[src/rtl/ram_arb_pkg.sv]
// Shared types and constants for the data-memory arbiter.
package ram_arb_pkg;
   localparam int DEF_ADDR_W = 4;
   localparam int DEF_DATA_W = 8;

   typedef enum logic [1:0] {
      IDLE  = 2'd0,
      ISSUE = 2'd1,
      WAIT  = 2'd2
   } state_t;

   localparam logic P_CPU  = 1'b0;
   localparam logic P_LOAD = 1'b1;
endpackage

[src/rtl/rr_arbiter_2.sv]
// Two-way grant selection. r_prio is the port that wins a tie; it moves to
// the loser of each decision so back-to-back ties alternate.
module rr_arbiter_2
   import ram_arb_pkg::*;
#(
   parameter bit RR_EN = 1'b1
) (
   input  logic       i_clock,
   input  logic       i_reset,
   input  logic [1:0] i_req,
   input  logic       i_advance,
   output logic       o_winner,
   output logic       o_any_req
);
   logic r_prio;
   logic w_win;

   always_comb begin
      w_win = i_req[1];
      if (i_req == 2'b11) w_win = RR_EN ? r_prio : P_CPU;
   end

   assign o_winner  = w_win;
   assign o_any_req = |i_req;

   always_ff @(posedge i_clock or posedge i_reset) begin
      if (i_reset)                     r_prio <= P_CPU;
      else if (i_advance && o_any_req) r_prio <= ~w_win;
   end
endmodule

[src/rtl/ram_arbiter.sv]
// Serialises two requesters onto the single-port data RAM: grant/issue,
// then an extra cycle for reads while the RAM registers its output.
module ram_arbiter
   import ram_arb_pkg::*;
#(
   parameter int ADDR_W = DEF_ADDR_W,
   parameter int DATA_W = DEF_DATA_W,
   parameter bit RR_EN  = 1'b1
) (
   input  logic              clock,
   input  logic              reset,
   input  logic              req0,
   input  logic              req1,
   input  logic              we0,
   input  logic              we1,
   input  logic [ADDR_W-1:0] addr0,
   input  logic [ADDR_W-1:0] addr1,
   input  logic [DATA_W-1:0] wdata0,
   input  logic [DATA_W-1:0] wdata1,
   output logic              gnt0,
   output logic              gnt1,
   output logic              rvalid0,
   output logic              rvalid1,
   output logic [DATA_W-1:0] rdata0,
   output logic [DATA_W-1:0] rdata1,
   output logic [ADDR_W-1:0] ram_address,
   output logic [DATA_W-1:0] ram_dataIn,
   output logic              ram_we,
   output logic              ram_rd,
   input  logic [DATA_W-1:0] ram_dataOut
);
   state_t              r_state, w_state_nxt;
   logic                r_port, r_we;
   logic                w_winner, w_any_req, w_advance;
   logic                w_we;
   logic [ADDR_W-1:0]   w_addr;
   logic [DATA_W-1:0]   w_wdata;

   assign w_advance = (r_state == IDLE);

   rr_arbiter_2 #(.RR_EN(RR_EN)) u_rr (
      .i_clock   (clock),
      .i_reset   (reset),
      .i_req     ({req1, req0}),
      .i_advance (w_advance),
      .o_winner  (w_winner),
      .o_any_req (w_any_req)
   );

   assign w_we    = w_winner ? we1    : we0;
   assign w_addr  = w_winner ? addr1  : addr0;
   assign w_wdata = w_winner ? wdata1 : wdata0;

   always_comb begin
      w_state_nxt = r_state;
      case (r_state)
         IDLE:    if (w_any_req) w_state_nxt = ISSUE;
         ISSUE:   w_state_nxt = r_we ? IDLE : WAIT;
         WAIT:    w_state_nxt = IDLE;
         default: w_state_nxt = IDLE;
      endcase
   end

   always_ff @(posedge clock or posedge reset) begin
      if (reset) r_state <= IDLE;
      else       r_state <= w_state_nxt;
   end

   // Pulses default low every cycle; address/data and rdata hold between accesses.
   always_ff @(posedge clock or posedge reset) begin
      if (reset) begin
         gnt0        <= 1'b0;
         gnt1        <= 1'b0;
         rvalid0     <= 1'b0;
         rvalid1     <= 1'b0;
         rdata0      <= '0;
         rdata1      <= '0;
         ram_address <= '0;
         ram_dataIn  <= '0;
         ram_we      <= 1'b0;
         ram_rd      <= 1'b0;
         r_port      <= P_CPU;
         r_we        <= 1'b0;
      end else begin
         gnt0    <= 1'b0;
         gnt1    <= 1'b0;
         rvalid0 <= 1'b0;
         rvalid1 <= 1'b0;
         ram_we  <= 1'b0;
         ram_rd  <= 1'b0;
         if (r_state == IDLE && w_any_req) begin
            r_port      <= w_winner;
            r_we        <= w_we;
            ram_address <= w_addr;
            ram_dataIn  <= w_wdata;
            ram_we      <= w_we;
            ram_rd      <= ~w_we;
            gnt0        <= (w_winner == P_CPU);
            gnt1        <= (w_winner == P_LOAD);
         end else if (r_state == WAIT) begin
            if (r_port == P_LOAD) begin
               rdata1  <= ram_dataOut;
               rvalid1 <= 1'b1;
            end else begin
               rdata0  <= ram_dataOut;
               rvalid0 <= 1'b1;
            end
         end
      end
   end
endmodule
[config.mk]
export PLATFORM = sky130hd
export DESIGN_NAME = ram_arbiter
export DESIGN_NICKNAME = d
export VERILOG_FILES = /design/src/rtl/ram_arb_pkg.sv /design/src/rtl/rr_arbiter_2.sv /design/src/rtl/ram_arbiter.sv
export SDC_FILE = /design/constraint.sdc
export NUM_CORES = 1
export LEC_CHECK = 0
export CORE_MARGIN = 2
export CORE_UTILIZATION = 40
export CTS_BUF_LIST = sky130_fd_sc_hd__clkbuf_4 sky130_fd_sc_hd__clkbuf_8
export DETAILED_ROUTE_END_ITERATION = 7
export PLACE_DENSITY = 0.76
export SYNTH_ARGS = -nofsm -noshare
export SYNTH_HDL_FRONTEND = slang
export SYNTH_SLANG_ARGS = --single-unit
[constraint.sdc]
create_clock -name clock -period 1.4 [get_ports clock]
set_input_delay 0.14 -clock clock [delete_from_list [all_inputs] [get_ports clock]]
set_output_delay 0.14 -clock clock [all_outputs]
set_load 0.01 [all_outputs]
* After elaboration in Yosys (flattened, before gate mapping)
Index checks and enable logic that the tools add are counted.
** Operators by class
- Equality and inequality tests :: 4
- Multiplexer cells :: 17
- Bitwise operators :: 4
- Reduce and logical (&&, ||, !) cells :: 5
** Operators by type and width (number)
- $mux W1 :: 12
- $mux W8 :: 1
- $reduce_and A3 Y1 :: 2
- $eq A2 B2 Y1 const B :: 2
- $mux W2 :: 2
- $mux W4 :: 1
- $not A1 Y1 :: 4
- $pmux W2 S2 :: 1
- $eq A2 B1 Y1 const B :: 1
- $logic_not A2 Y1 :: 1
- $ne A2 B2 Y1 const B :: 1
- $reduce_or A2 Y1 :: 1
- $logic_and A1 B1 Y1 :: 1
** Storage, ports and cells
- Register bits :: 39
- Output and inout port bits :: 34

* Depth between registers and ports, before layout
- Depth after elaboration :: 5
- Mapped depth :: 4
- Depth with buffers taken out :: 3

* Modules after synthesis
From an unflattened synthesis, not the netlist that was laid out.
** Unflattened totals
- Cell total of the unflattened synthesis :: 105
- Area, all modules :: 1682.9 um^2
** Modules (own cells, without submodules)
- ram_arbiter :: instances 1, cells each 98, area each 1625.3 um^2, sequential area each 950.9 um^2
- rr_arbiter_2 :: instances 1, cells each 7, area each 57.6 um^2, sequential area each 25.0 um^2

* Worst setup path after synthesis
Ideal clock, no wire load.
- Path type :: reg2reg
- Start point :: register r_state[0]
- End point :: register ram_address[0]
- Arrival :: 1053 ps
- Slack :: 208 ps
- Stages on the path, launching flop included :: 5
- Buffers on the path :: 1
- Cell sequence :: dfrtp_1 -> or2_4 -> buf_6 -> o21ai_0 -> o221ai_1
** On the way
- Cells in the longest elaborated chain, start to end :: 2
** RTL lines
- from (decl) :: line ram_arbiter.sv:32 : state_t r_state, w_state_nxt;
- from (signal assigned) :: line ram_arbiter.sv:66 : else r_state <= w_state_nxt;
- $logic_not A2 Y1 :: line ram_arbiter.sv:91 : if (r_state == IDLE && w_any_req) begin
- $logic_and A1 B1 Y1 :: line ram_arbiter.sv:91
- to (signal assigned) :: line ram_arbiter.sv:94 : ram_address <= w_addr;
- to (decl) :: line ram_arbiter.sv:26 : output logic [ADDR_W-1:0] ram_address,
Every way passes these cells.
A chain may end at the register's enable or synchronous reset.

* Worst setup path after layout
- Start point :: register ram_address[1]
- End point :: output ram_address[1]
No word-level cell between the ends.

==> impl_metrics.yaml <==
status:
  status: "complete, no violations"
timing:
  fin_crit_sh: 0.9542
  hold_violations: 0
  rsz0062_at_grt: "false"
  clock_skew_ns: 0.004851
  maxClockFrequency_mhz: 748.6
  final.min_clock_period_ns: 1.336
  max-slew-margin-rel: 0.8057
  worst_hold_slack_ns: 0.2071
  finalSetupViolCount: 0
  slew_viol_final: 0
  worst_pin_slew_ns: 0.2906
global_route:
  grtUsageTotal: 0.1688
  gr-total-overflow: 0
  grt_pass1_wl_um: 5678
  grt_pass1_vias: 1336
  grt_max_degree: 40
  antenna_found_initial: 0
final_layout:
  antenna-diode-count: 0
  area_growth_pct: 58.00
  drive_gt1_frac: 0.1754
  area.sequential_um2: 975.9
  nNetsFinal: 248
  final_cell_area_um2: 2556
  utilization: 0.6484
  multi_input_area_um2: 501.7
  fill_cells: 273
floorplanning:
  core.rowCount: 23
  die_w_um: 67.60
  io_pins: 72
  start_util: 0.4103
  die_y_um: 67.60
  core_area_um2: 3943
  die_area_um2: 4569
clock_tree:
  numCtsBuffers: 5
  clock_latency_ns: 0.29
  clk_pin_slew_ns: 0.07
  root_buffer: "clkbuf_8"
  cts_tree: "yes"
  cts.sinks: 39
  ctsLongestPathBuffers: 2
  cts_setup_buffers: 0
  cts_max_level: 2
placement:
  io_buffers: 71
  placed_cell_area_um2: 2432
  place_congestion: 0.6622
  hpwl_um: 2765
route:
  drt_first_pass_iters: 4
  wl_um: 3690
  dr_total_vias: 1294
  routedWlPerCell_um: 14.14
  drc: 0
  antenna_left: 0
  routed_via_density: 4.958
  drtIter0Drc: 72
synthesis:
  synthMuxAreaShare: 0.1114
  syn_inst: 131
  postSynthAreaPerCell_um2: 12.35
  yosys.area_share.simple: 0.06187
  synth_top_family_by_area: "compound AO/OA/AOI/OAI gates"
  synthDistinctLibCells: 25
  synth-xor-area-share: 0
  ys_warn_count: 0
  post_synth_fa_ha_maj_area_fraction: 0
  synth_compound_area_frac: 0.1330
  synth_seq_cells: 39
  yosysSeqAreaShare: 0.6032
  synth.net_count: 169
  syn_area_um2: 1618
worst_setup_path:
  crit_path_start_kind: "register"
  crit_arrival_ns: 1.20
  required_ns: 1.26
  cp_cell_sequence: "clkdlybuf4s50_1"
  ff2ff_setup_slack_ns: 0.14
  cp-end-kind: "primary output"
  critical_path_class: "reg2out"
  cpPeakStageDelay_ns: 0.55
  critPathTopFamily: "buffers and inverters"
  crit_buf_inv: 1
  slowest_stage: "clkdlybuf4s50_1"
  cp_max_fo: 2
pwr:
  swShare: 0.3035
  p_comb_frac: 0.449
  switchingPower_w: 0.001594
  pwr-share-clk: 0.183
  max-vdd-ir-drop_v: 0.0008978
  leakage_nw: 1.165
  p_per_area_nw_per_um2: 2054
  seqPwrFrac: 0.369
  p_int_w: 0.003656
job:
  maxCapViolations: 0
worst_hold_path:
  hp-class: "in2async"
[cell usage in the layout, fill, tap and decap left out, types with 2 or more instances in the layout]
cell type and n:
clkbuf_8 6, buf_4 3, dfrtp_1 39, mux2_2 15, o221ai_1 12, o21ai_0 11, nand3_1 3, clkdlybuf4s50_1 71
nor2_4 2, buf_12 3, inv_1 28, o21a_1 2
[flip-flops by register name (all words and copies together) (netlist names)]
| register | flops |
|---|---|
| ram_dataIn | 8 |
| ram_address | 4 |
| gnt0 | 1 |
| rvalid0 | 1 |
| r_port | 1 |
| u_rr.r_prio | 1 |
| rvalid1 | 1 |
| ram_we | 1 |
| ram_rd | 1 |
| r_state | 2 |
| r_we | 1 |
| rdata1 | 8 |
| gnt1 | 1 |
| rdata0 | 8 |
[timing repair]
| item | CTS | global route |
|---|---|---|
| setup endpoints to repair | 0 | 2 |
| gates resized for setup | 0 | 1 |
| hold buffers | 0 | 0 |
[per-layer routing]
| layer | global-route usage | vias to the layer above | routed length, µm |
|---|---|---|---|
| met4 | 0.04082 | 0 | 17 |
| met1 | 0.1770 | 615 | 1437 |
| met2 | 0.3076 | 68 | 1860 |
| met5 | 0 | - | 0 |
| met3 | 0.07333 | 3 | 374 |
| li1 | - | 608 | - |
[logic make-up after synthesis]
logic type / Yosys count
AOI/OAI and AO/OA: 30
buffers and inverters: 33
DFF: 39
muxes: 16
and+or+nand+nor: 13
[cell usage after synthesis]
cell type / n / share of area
clkbuf_1: 1 / 0.0023
o221ai_1: 12 / 0.065
buf_6: 2 / 0.014
a311oi_1: 1 / 0.0054
nand2b_2: 1 / 0.0054
nand3b_2: 1 / 0.0070
nor2_1: 1 / 0.0023
mux2_1: 1 / 0.0070
o21ai_0: 11 / 0.034
or2_4: 1 / 0.0054
nand3_1: 3 / 0.0093
nor2_4: 2 / 0.014
o21ai_1: 1 / 0.0031
inv_1: 28 / 0.065
dfrtp_1: 39 / 0.60
nand2_1: 1 / 0.0023
nor3b_1: 1 / 0.0046
o21a_1: 2 / 0.0093
and2_1: 1 / 0.0039
nor3b_2: 1 / 0.0077
a21boi_0: 1 / 0.0046
mux2_2: 15 / 0.10
a2bb2oi_1: 1 / 0.0054
buf_4: 2 / 0.0093
a21bo_2: 1 / 0.0062
[worst reg2reg max path, cell delays in order (launching register included)]
cell     delay (ns)
dfrtp_1        0.42
nor3b_2        0.18
buf_4          0.20
mux2_2         0.35
[path summary, 6_finish.rpt]
kind | to | startpoint | cells past startpoint
setup reg to reg | rdata0[0]$_DFFE_PP0P_ | r_state[0]$_DFFE_PP0P_ | 3
hold / removal | rdata1[7]$_DFFE_PP0P_ | reset | 3
max in group asynchronous | rdata1[0]$_DFFE_PP0P_ | reset | 3
setup / recovery | ram_address[1] | ram_address[1]$_DFFE_PP0P_ | 1
hold reg to reg | r_state[1]$_DFFE_PP0P_ | r_we$_DFFE_PP0P_ | 1
min in group clock | ram_address[3]$_DFFE_PP0P_ | addr0[3] | 3
[final cells by class]
type / instances / area share
multi-input combinational: 59 / 0.1963
clock inverter: 2 / 0.01371
sequential: 39 / 0.3818
inverter: 28 / 0.04112
tap: 50 / 0.02447
clock buffer: 6 / 0.03231
timing repair buffer: 77 / 0.3103
[stage by stage]
stage | setup slack, ns | instances | total power (W) | setup TNS, ns
2_1_floorplan | 0.2080 | 131 | 0.003048 | 0
3_5_place_dp | -0.09266 | 253 | 0.004327 | -0.7129
6_report | 0.06416 | 261 | 0.005250 | 0
3_3_place_gp | 0.01446 | 253 | 0.004230 | 0
5_1_grt | 0.001228 | 261 | 0.005578 | 0
4_1_cts | 0.04282 | 261 | 0.005303 | 0
[power groups by stage]
stage,Sequential [W],Clock (W),Combinational (W)
CTS,0.00194,0.000988,0.00238
floorplan,0.00214,0,0.000911
detailed placement,0.00195,0,0.00238
global placement,0.00193,0,0.00230
finish,0.00194,0.000959,0.00236
global route,0.00199,0.00104,0.00254
Power figures use the tool's default switching activity.
